[src/rtl/accum_sel_pkg.sv]
// Shared encodings for the selective-adder / accumulator engine.
package accum_sel_pkg;

  typedef enum logic [1:0] {
    OP_SUB  = 2'b00,
    OP_ADD  = 2'b01,
    OP_PASS = 2'b10,
    OP_ZERO = 2'b11
  } op_e;

  localparam logic MODE_WRAP = 1'b0;
  localparam logic MODE_SAT  = 1'b1;

endpackage

[src/rtl/accum_sel_operand.sv]
// Combinational operand selector: difference, sum, pass-through or zero,
// widened to a signed result that can hold any of them exactly.
module accum_sel_operand
  import accum_sel_pkg::*;
#(
  parameter int DATA_W = 3
) (
  input  logic [DATA_W-1:0]        i_data1,
  input  logic [DATA_W-1:0]        i_data2,
  input  logic [1:0]               i_sel,
  output logic signed [DATA_W+1:0] o_operand
);

  logic signed [DATA_W+1:0] data1Ext;
  logic signed [DATA_W+1:0] data2Ext;

  assign data1Ext = signed'({2'b00, i_data1});
  assign data2Ext = signed'({2'b00, i_data2});

  always_comb begin
    o_operand = '0;
    case (op_e'(i_sel))
      OP_SUB:  o_operand = data1Ext - data2Ext;
      OP_ADD:  o_operand = data1Ext + data2Ext;
      OP_PASS: o_operand = data1Ext;
      OP_ZERO: o_operand = '0;
      default: o_operand = '0;
    endcase
  end

endmodule

[src/rtl/accum_sel_param.sv]
// Two-stage accumulate engine: registered operand select, then a wide
// accumulator with wrap/saturate, sticky flags and a registered threshold flag.
module accum_sel_param
  import accum_sel_pkg::*;
#(
  parameter int DATA_W = 3,
  parameter int ACC_W  = 6
) (
  input  logic              clock,
  input  logic              i_rst,
  input  logic              i_valid,
  input  logic [DATA_W-1:0] i_data1,
  input  logic [DATA_W-1:0] i_data2,
  input  logic [1:0]        i_sel,
  input  logic              i_sat,
  input  logic              i_clear,
  input  logic [ACC_W-1:0]  i_thresh,
  output logic [ACC_W-1:0]  o_data,
  output logic              o_valid,
  output logic              o_overflow,
  output logic              o_underflow,
  output logic              o_thresh
);

  localparam int OP_W  = DATA_W + 2;
  localparam int SUM_W = ACC_W + 2;
  localparam logic [ACC_W-1:0] ACC_MAX = {ACC_W{1'b1}};

  logic signed [OP_W-1:0] opSel;
  logic signed [OP_W-1:0] operand_q, operand_d;
  logic                   s1Valid_q, s1Valid_d;
  logic                   sat_q, sat_d;
  logic [ACC_W-1:0]       acc_q, acc_d;
  logic                   valid_q, valid_d;
  logic                   ovf_q, ovf_d;
  logic                   udf_q, udf_d;
  logic                   thresh_q, thresh_d;

  logic [SUM_W-1:0]       operandExt;
  logic [SUM_W-1:0]       sumExt;

  accum_sel_operand #(
    .DATA_W(DATA_W)
  ) u_operand (
    .i_data1  (i_data1),
    .i_data2  (i_data2),
    .i_sel    (i_sel),
    .o_operand(opSel)
  );

  // Two extra bits make the sum exact: MSB is the sign, bit ACC_W flags overflow.
  assign operandExt = {{(SUM_W-OP_W){operand_q[OP_W-1]}}, operand_q};
  assign sumExt     = {2'b00, acc_q} + operandExt;

  always_comb begin
    operand_d = i_valid ? opSel : operand_q;
    sat_d     = i_valid ? i_sat : sat_q;
    s1Valid_d = i_valid;
    acc_d     = acc_q;
    ovf_d     = ovf_q;
    udf_d     = udf_q;
    valid_d   = 1'b0;

    if (s1Valid_q) begin
      valid_d = 1'b1;
      if (sumExt[SUM_W-1]) begin
        udf_d = 1'b1;
        acc_d = (sat_q == MODE_SAT) ? '0 : sumExt[ACC_W-1:0];
      end else if (sumExt[ACC_W]) begin
        ovf_d = 1'b1;
        acc_d = (sat_q == MODE_SAT) ? ACC_MAX : sumExt[ACC_W-1:0];
      end else begin
        acc_d = sumExt[ACC_W-1:0];
      end
    end

    // Clear overrides both the new sample and the operation already in stage 1.
    if (i_clear) begin
      operand_d = '0;
      sat_d     = MODE_WRAP;
      s1Valid_d = 1'b0;
      acc_d     = '0;
      ovf_d     = 1'b0;
      udf_d     = 1'b0;
      valid_d   = 1'b0;
    end

    thresh_d = (acc_d >= i_thresh);
  end

  always_ff @(posedge clock or posedge i_rst) begin
    if (i_rst) begin
      operand_q <= '0;
      sat_q     <= MODE_WRAP;
      s1Valid_q <= 1'b0;
      acc_q     <= '0;
      valid_q   <= 1'b0;
      ovf_q     <= 1'b0;
      udf_q     <= 1'b0;
      thresh_q  <= 1'b0;
    end else begin
      operand_q <= operand_d;
      sat_q     <= sat_d;
      s1Valid_q <= s1Valid_d;
      acc_q     <= acc_d;
      valid_q   <= valid_d;
      ovf_q     <= ovf_d;
      udf_q     <= udf_d;
      thresh_q  <= thresh_d;
    end
  end

  assign o_data      = acc_q;
  assign o_valid     = valid_q;
  assign o_overflow  = ovf_q;
  assign o_underflow = udf_q;
  assign o_thresh    = thresh_q;

endmodule
[config.mk]
export PLATFORM = sky130hd
export DESIGN_NAME = accum_sel_param
export DESIGN_NICKNAME = d
export VERILOG_FILES = /design/src/rtl/accum_sel_pkg.sv /design/src/rtl/accum_sel_operand.sv /design/src/rtl/accum_sel_param.sv
export SDC_FILE = /design/constraint.sdc
export NUM_CORES = 1
export LEC_CHECK = 0
export ABC_AREA = 1
export CAP_MARGIN = 5
export CORE_ASPECT_RATIO = 1.75
export CORE_MARGIN = 2
export CORE_UTILIZATION = 56
export DETAILED_ROUTE_END_ITERATION = 7
export PLACE_DENSITY_LB_ADDON = 0.15
export SLEW_MARGIN = 15
export SYNTH_ARGS = -nofsm -noshare
export SYNTH_HDL_FRONTEND = slang
export SYNTH_HIERARCHICAL = 1
export SYNTH_SLANG_ARGS = --single-unit
export TNS_END_PERCENT = 100
[constraint.sdc]
create_clock -name clock -period 6.3 [get_ports clock]
set_clock_uncertainty 0.1 [all_clocks]
set_input_delay 0.63 -clock clock [delete_from_list [all_inputs] [get_ports clock]]
set_output_delay 0.63 -clock clock [all_outputs]
set_load 0.05 [all_outputs]
=== Word-level counts from Yosys, hierarchy flattened ===
Index checks and enable logic that the tools add are counted.

* Add/sub/neg operators: 3
* $lt $le $gt $ge: 1
* Equal/unequal tests: 4
* Mux-type cells: 21
* Reduce and logical (&&, ||, !) cells: 7

{| class="wikitable"
|+ Operators by type and width
! operator !! count
|-
| $mux 6 || 6
|-
| $pmux 5 s4 || 1
|-
| $mux 1 || 12
|-
| $mux 5 || 2
|-
| $add 7x5->8 || 1
|-
| $reduce_bool 2->1 || 4
|-
| $ge 6x6->1 || 1
|-
| $add 3x3->4 || 1
|-
| $eq 2x2->1 const B || 2
|-
| $sub 3x3->4 || 1
|-
| $reduce_and 3->1 || 1
|-
| $eq 2x1->1 const B || 1
|-
| $logic_not 2->1 || 1
|-
| $ne 2x2->1 const B || 1
|-
| $reduce_and 2->1 || 1
|}

* Register bits: 17
* Bits of input ports: 19
* Output and inout bits: 10
* Logic and storage cells: 44

=== Depth between registers and ports, before layout ===
Gate-level depths: netlist of run 1.

* Depth after elaboration: 7
* Depth in mapped cells: 15
* Depth with buffers taken out: 15

=== By module ===
Netlist of run 1, hierarchy kept.

{| class="wikitable"
|+ By module, submodules not included
! module !! times used !! cells an instance !! area an instance (um^2) !! sequential area each (um^2)
|-
| accum_sel_param || 1 || 155 || 1228.7 || 425.4
|-
| accum_sel_operand || 1 || 47 || 276.5 || 0.0
|}

=== Worst setup path after synthesis of run 1 ===
OpenSTA, ideal clock, no wires.

* Path kind: register to register
* From: register acc_q[0], in the netlist o_data[0]
* To: register thresh_q, in the netlist o_thresh
* Library setup time: 0.139 ns
* Data arrival time: 2.427 ns
* Required time: 6.061 ns
* Slack: 3.634 ns
* Cell stages (with the launch flop): 14
* Buffers on the path: 0
* Clock period less this slack: 2.666 ns
* Cells stage by stage: dfrtp_1 -> ha_1 -> fa_1 -> nand3_2 -> nand4_2 -> nand3_4 -> nand2_1 -> nand3_1 -> nand2_1 -> ha_1 -> inv_1 -> nor2_1 -> o211ai_1 -> o2111ai_1

* Cells in the longest elaborated chain, start to end: 7
* Elaborated cells on any way between the ends: 8
* Those cells by class: add/sub (1); order compare (1); mux (6)

{| class="wikitable"
|+ Ends and longest elaborated chain
! what !! RTL line !! RTL
|-
| start: declaration || accum_sel_param.sv:33 || <nowiki>logic [ACC_W-1:0] acc_q, acc_d;</nowiki>
|-
| start signal: assignment || accum_sel_param.sv:96 || <nowiki>acc_q <= '0;</nowiki>
|-
| start signal: assignment || accum_sel_param.sv:105 || <nowiki>acc_q <= acc_d;</nowiki>
|-
| $add 7x5->8 * || accum_sel_param.sv:53 || <nowiki>assign sumExt = {2'b00, acc_q} + operandExt;</nowiki>
|-
| $mux 6 || accum_sel_param.sv:71 || <nowiki>acc_d = (sat_q == MODE_SAT) ? ACC_MAX : sumExt[ACC_W-1:0];</nowiki>
|-
| $mux 6 || accum_sel_param.sv:69 || <nowiki>end else if (sumExt[ACC_W]) begin</nowiki>
|-
| $mux 6 * || accum_sel_param.sv:66 || <nowiki>if (sumExt[SUM_W-1]) begin</nowiki>
|-
| $mux 6 * || accum_sel_param.sv:64 || <nowiki>if (s1Valid_q) begin</nowiki>
|-
| $mux 6 * || accum_sel_param.sv:78 || <nowiki>if (i_clear) begin</nowiki>
|-
| named net acc_d[1] || accum_sel_param.sv:33 ||
|-
| $ge 6x6->1 * || accum_sel_param.sv:88 || <nowiki>thresh_d = (acc_d >= i_thresh);</nowiki>
|-
| named net thresh_d || accum_sel_param.sv:37 || <nowiki>logic thresh_q, thresh_d;</nowiki>
|-
| end signal: assignment || accum_sel_param.sv:109 || <nowiki>thresh_q <= thresh_d;</nowiki>
|-
| end: declaration || accum_sel_param.sv:37 ||
|}

Mark *: on every way through the listed nets, which the timed path passes. The rest lies on a longest branch.
A chain may end at the register's enable or synchronous reset.

=== Final worst setup path of run 1 ===
Same ends and word-level chain as after synthesis.

==> flow_metrics.env, run 1 <==
export IMPL_status="completed"
export IMPL_area_delta_synth_final_pct=23.9
export IMPL_ios=29
export IMPL_routed_wl_um=3650
export IMPL_place_ws_ns=3.70
export IMPL_peakVddDrop_mv=0.152
export IMPL_hold_viol=0
export IMPL_hpwl_um=3020
export IMPL_yosys_area_top_type="dfrtp_1"
export IMPL_dr_wl_met3_um=93
export IMPL_synth_area_um2=1510
export IMPL_cts_max_level=1
export IMPL_cts_buffers=3
export IMPL_synthTopCellsByCount="nand2_1, inv_1, nand3_1"
export IMPL_num_rows=24
export IMPL_start_kind="flop"
export IMPL_slowest_delay_ns=0.45
export IMPL_cp_arrival_ns=2.66
export IMPL_grt_overflow=0
export IMPL_finalSetupTns_ns=0
export IMPL_worst_endpoint_required_ns=6.32
export IMPL_synthArstFlopShare_pct=100
export IMPL_hold_buffers=0
export IMPL_drive_above_1_share_pct=10.3
export IMPL_fmax_ghz=0.379
export IMPL_start_util_pct=59.7
export IMPL_setup_viol_count_final=0
export IMPL_clock_latency_ns=0.25
export IMPL_nFillCells=208
export IMPL_clock_root_buffer="clkbuf_8"
export IMPL_dieWidth_um=43.2
export IMPL_dp_cells=256
export IMPL_critPathCaptureType="flop"
export IMPL_postCtsSetupRepairBufs=0
export IMPL_ys_top_cells_by_area="dfrtp_1, ha_1, nand2_1"
export IMPL_grt_max_degree=18
export IMPL_cp_num_buf_inv=1
export IMPL_max_cap_viol_count=0
export IMPL_syn_area_per_cell_um2=7.45
export IMPL_coreArea_um2=2520
export IMPL_path_delay_family="adder cells"
export IMPL_syn_inst=202
export IMPL_highest_layer="met4"
export IMPL_grtUsageTotal_pct=26.7
export IMPL_io_buffers=28
export IMPL_worst_slew_pin_slew_ns=0.658
export IMPL_worst_setup_path_type="flop to flop"
export IMPL_relSlewSlack_pct=56.1
export IMPL_synth_flop_cell="dfrtp_1"
export IMPL_antenna_found_initial=0
export IMPL_leakagePower_nw=1.05
export IMPL_cts_sinks=17
export IMPL_rsz0062_at_grt="no"
export IMPL_hp_class="flop to flop"
export IMPL_finalNonFillerCells=260
export IMPL_slew_violations=0
export IMPL_diodes=0
export IMPL_seq_area_frac_synth_pct=28.3
export IMPL_yosysMostFrequentCell="nand2_1"
export IMPL_cts_tree="done"
export IMPL_period_share_pct=41.8
export IMPL_grt_pass1_vias=1522
export IMPL_grt_pass1_wl_um=6350
export IMPL_synth_nets=243
export IMPL_dr_wl_met2_um=2130
export IMPL_drt_initial_drc_count=37
export IMPL_ant_nets=0
export IMPL_m1WireLength_um=1300
export IMPL_yosysTopAreaCellShare_pct=28.3
export IMPL_max_clock_path_buffers=2
export IMPL_p_per_area_nw_per_um2=144
export IMPL_wl_per_cell_um=14.0
export IMPL_place_congestion=0.873
export IMPL_die_h_um=72.6
export IMPL_first_pass_iters=6
export IMPL_cts_resized=0
export IMPL_post_route_min_period_ns=2.64
export IMPL_drcViolationCount=0
export IMPL_crit_slowest_cell="fa_1"
export IMPL_synth_edf_count=0
export IMPL_fin_ws_ns=3.66
export IMPL_viasPerCell=5.43
export IMPL_path_clk_slew_ns=0.07
export IMPL_ys_ff_latch=17
export IMPL_synth_distinct_cells=26
export IMPL_cp_max_fo=5
export IMPL_yosysWarnings=6
export IMPL_vias=1411
export IMPL_fp_dieArea_um2=3130
export IMPL_nets=276
export IMPL_path_cells="ha_1 > fa_1 > nand3_2 > nand4_2 > nand3_4 > nand2_1 > nand3_1 > nand2_1 > ha_1 > inv_1 > nor2_1 > o211ai_1 > o2111ai_1"
-- kinds of logic (layout without fill, tap and decap cells) --
logic type / after synthesis / after routing / share of synthesized area, %
AOI/OAI and AO/OA: 14 / 14 / 6.48
xor gates and xnor gates: 3 / 3 / 1.75
adders and majority gates: 22 / 22 / 19.8
buffers and inverters: 38 / 70 / 9.48
DFF: 17 / 17 / 28.3
and+or+nand+nor: 108 / 108 / 34.2
-- power by group --
group	internal (mW)	switching [mW]	leakage, nW
Sequential	0.113	0.00449	0.233
Clock	0.0439	0.0381	0.0255
Combinational	0.0289	0.0405	0.791
Total	0.186	0.0831	1.05
-- worst min-delay path, delay by kind of cell, from the launching register on --
family,cells,cell delay (ns)
DFF,1,0.34
and+or+nand+nor,2,0.10
-- layout by cell type, fill, tap and decap left out, types with 2 or more instances in the layout --
cell	instances
a21oi_1	4
a21oi_2	2
clkbuf_8	3
clkdlybuf4s50_1	28
dfrtp_1	17
fa_1	3
ha_1	19
inv_1	35
inv_2	2
nand2_1	55
nand2_2	6
nand3_1	23
nand3_2	5
nand4_1	2
nor2_1	12
nor2_2	2
o21ai_0	2
o21ai_1	2
xnor2_1	2
-- stage by stage --
step / total power, mW / instance area, µm² / hold WS, ns / utilization (%)
final: 0.269 / 1860 / 0.379 / 73.9
after global routing: 0.285 / 1860 / 0.410 / 73.9
after CTS: 0.269 / 1860 / 0.383 / 73.9
after detailed placement: 0.188 / 1820 / 0.365 / 72.1
after global placement: 0.185 / 1820 / 0.367 / 72.1
after floorplan: 0.161 / 1510 / 0.382 / -
-- area by class of cell --
cell class	instances	area, µm²	share of cell area, %
inverters	38	143	7.65
well taps	26	32.5	1.74
repair buffers	28	280	15.0
clock inverters	1	5.00	0.268
multi-input cells	147	937	50.3
clock buffers	3	41.3	2.21
flip-flops and latches	17	425	22.8
-- per-layer routing --
layer | track usage [%] | vias up
li1 | - | 711
met3 | 1.73 | 11
met1 | 25.6 | 648
met2 | 52.7 | 41
met4 | 15.2 | 0
met5 | 0 | -
-- sequential cells by signal, indices dropped and copies added (netlist names) --
register / count
o_data: 6
o_overflow: 1
o_thresh: 1
o_underflow: 1
o_valid: 1
operand_q: 5
s1Valid_q: 1
sat_q: 1
-- path summary, 6_finish.rpt --
path | from | to | slack (ns) | depth (start not counted)
max | o_data[0]$_DFF_PP0_ | o_thresh$_DFF_PP0_ | 3.66 | 13
min | o_underflow$_DFFE_PP0P_ | o_underflow$_DFFE_PP0P_ | 0.38 | 2
max reg2reg | o_data[0]$_DFF_PP0_ | o_thresh$_DFF_PP0_ | 3.66 | 13
min reg2reg | o_underflow$_DFFE_PP0P_ | o_underflow$_DFFE_PP0P_ | 0.38 | 2
max in group asynchronous | i_rst | operand_q[4]$_DFFE_PP0P_ | 5.01 | 2
min in group asynchronous | i_rst | o_data[5]$_DFF_PP0_ | 0.66 | 2
No activity file was read; power rests on OpenSTA's default activity.
==> run 2, diff against run 1 <==
--- a/config.mk
+++ b/config.mk
@@ -9,7 +9,7 @@
 export CAP_MARGIN = 5
 export CORE_ASPECT_RATIO = 1.75
 export CORE_MARGIN = 2
-export CORE_UTILIZATION = 56
+export CORE_UTILIZATION = 52
 export DETAILED_ROUTE_END_ITERATION = 7
 export PLACE_DENSITY_LB_ADDON = 0.15
 export SLEW_MARGIN = 15
==> constraint.sdc (replaced) <==
create_clock -name clock -period 2.8 [get_ports clock]
set_clock_uncertainty 0.1 [all_clocks]
set_input_delay 0.28 -clock clock [delete_from_list [all_inputs] [get_ports clock]]
set_output_delay 0.28 -clock clock [all_outputs]
set_load 0.05 [all_outputs]
==> run 2 against run 1 <==
  * Hold slack lost 0.076 ns
  * Clock power grew 120%
  * Utilization shrank 5.1 points
  * Critical path depth is the same
  * Non-clock buffer count grew 1
  * Sequential share of layout area shrank 0.11 points
  * Wire length shrank 2.8%
==> flow_metrics.env, run 2 (same netlist as run 1, synthesis figures left out) <==
export IMPL_grt_pass1_wl_um=5940
export IMPL_vias=1386
export IMPL_grt_max_degree=18
export IMPL_postCtsSetupRepairBufs=0
export IMPL_max_cap_viol_count=0
export IMPL_rsz0062_at_grt="no"
export IMPL_dieWidth_um=44.7
export IMPL_holdWs_ns=0.303
export IMPL_grt_pass1_vias=1385
export IMPL_cts_resized=0
export IMPL_leakagePower_nw=1.05
export IMPL_drcViolationCount=0
export IMPL_cp_max_fo=5
export IMPL_start_util_pct=55.3
export IMPL_r2r_start="o_data[0]$_DFF_PP0_"
export IMPL_relSlewSlack_pct=57.7
export IMPL_die_h_um=75.2
export IMPL_hold_viol=0
export IMPL_critPathCaptureType="flop"
export IMPL_finalSetupTns_ns=0
export IMPL_mostFrequentLayoutCells="nand2_1, inv_1, clkdlybuf4s50_1, nand3_1, ha_1"
export IMPL_cp_arrival_ns=2.64
export IMPL_p_per_area_nw_per_um2=322
export IMPL_largest_reg_flops=6
export IMPL_ios=29
export IMPL_clock_root_buffer="clkbuf_8"
export IMPL_final_common_cell="nand2_1"
export IMPL_nets=277
export IMPL_grtUsageTotal_pct=24.2
export IMPL_critPathLaunch="o_data[0]$_DFF_PP0_"
export IMPL_peakVddDrop_mv=0.282
export IMPL_cts_buffers=3
export IMPL_setup_viol_count_final=0
export IMPL_first_pass_iters=4
export IMPL_path_clk_slew_ns=0.07
export IMPL_drt_initial_drc_count=21
export IMPL_num_rows=25
export IMPL_cts_tree="done"
export IMPL_area_delta_synth_final_pct=24.4
export IMPL_slew_violations=0
export IMPL_hpwl_um=3160
export IMPL_worst_endpoint_required_ns=2.81
export IMPL_worst_setup_path_type="flop to flop"
export IMPL_viasPerCell=5.29
export IMPL_hold_buffers=0
export IMPL_wl_per_cell_um=13.5
export IMPL_coreArea_um2=2720
export IMPL_antenna_found_initial=0
export IMPL_status="completed"
export IMPL_ant_nets=0
export IMPL_io_buffers=28
export IMPL_cts_sinks=17
export IMPL_start_kind="flop"
export IMPL_grt_overflow=0
export IMPL_fp_dieArea_um2=3360
export IMPL_worst_slew_pin_slew_ns=0.634
export IMPL_place_congestion=0.910
export IMPL_clock_latency_ns=0.25
export IMPL_max_clock_path_buffers=2
export IMPL_cts_max_level=1
export IMPL_hp_class="primary input to async pin"
export IMPL_drive_above_1_share_pct=10.6
export IMPL_fmax_ghz=0.380
export IMPL_routed_wl_um=3550
export IMPL_post_route_min_period_ns=2.63
export IMPL_diodes=0
export IMPL_period_share_pct=94.0
[run 2: changes by cell type in the layout (fill, tap and decap cells not counted), sizes merged]
cell  before  now
buf        0    1
[run 2: worst max-delay path, stage by stage (launching register included)]
cell and delay [ns]:
dfrtp_1 0.40, ha_1 0.23, fa_1 0.44, nand3_2 0.13
nand4_2 0.15, nand3_4 0.14, nand2_1 0.06, nand3_1 0.06
nand2_1 0.07, ha_1 0.29, inv_1 0.06, nor2_1 0.04
o211ai_1 0.17, o2111ai_1 0.14
[run 2: path summary, 6_finish.rpt]
kind                                            to  slack (ns)  cells past startpoint
max                             o_thresh$_DFF_PP0_        0.17                     13
min                        o_underflow$_DFFE_PP0P_        0.30                      2
max reg2reg                     o_thresh$_DFF_PP0_        0.17                     13
min reg2reg                o_underflow$_DFFE_PP0P_        0.39                      2
max in group asynchronous      o_data[0]$_DFF_PP0_        1.88                      2
min in group clock         o_underflow$_DFFE_PP0P_        0.39                      2
[run 2: report_power, final]
| group | leakage [nW] | switching [mW] | total [mW] | internal (mW) |
|---|---|---|---|---|
| combinational | 0.796 | 0.0908 | 0.157 | 0.0660 |
| sequential | 0.233 | 0.00902 | 0.264 | 0.255 |
| clock | 0.0255 | 0.0838 | 0.182 | 0.0986 |
| total | 1.05 | 0.184 | 0.603 | 0.420 |
[run 2: through the flow]
step | instances | total power, mW | setup WS (ns) | cell area (µm²) | util, %
after global placement | 258 | 0.420 | 0.309 | 1830 | 67.1
after CTS | 262 | 0.605 | 0.158 | 1870 | 68.8
after global routing | 262 | 0.635 | 0.0327 | 1870 | 68.8
after detailed placement | 258 | 0.426 | 0.166 | 1830 | 67.1
final | 262 | 0.603 | 0.169 | 1870 | 68.8
after floorplan | 202 | 0.362 | 0.134 | 1510 | -
[run 2: cell type report]
cell class | instances | area [µm²]
Clock inverter | 1 | 5.00
Fill cell | 251 | 848
Inverter | 38 | 143
Sequential cell | 17 | 425
Timing Repair Buffer | 29 | 288
Multi-Input combinational cell | 147 | 937
Clock buffer | 3 | 41.3
Tap cell | 27 | 33.8
[run 2: routing by layer]
| metal | up-vias | part of all wire, % | track usage, % |
|---|---|---|---|
| met5 | - | 0 | 0 |
| met4 | 0 | 3.6 | 11.4 |
| met3 | 10 | 1.7 | 2.64 |
| met2 | 25 | 59 | 46.9 |
| met1 | 644 | 35 | 24.5 |
| li1 | 707 | - | - |
==> run 3, diff against run 2 <==
--- a/config.mk
+++ b/config.mk
@@ -12,6 +12,7 @@
 export CORE_UTILIZATION = 52
 export DETAILED_ROUTE_END_ITERATION = 7
 export PLACE_DENSITY_LB_ADDON = 0.15
+export SKIP_LAST_GASP = 1
 export SLEW_MARGIN = 15
 export SYNTH_ARGS = -nofsm -noshare
 export SYNTH_HDL_FRONTEND = slang
==> results of run 3 <==
The final DEF is identical to that of run 2; final timing and power are the same.
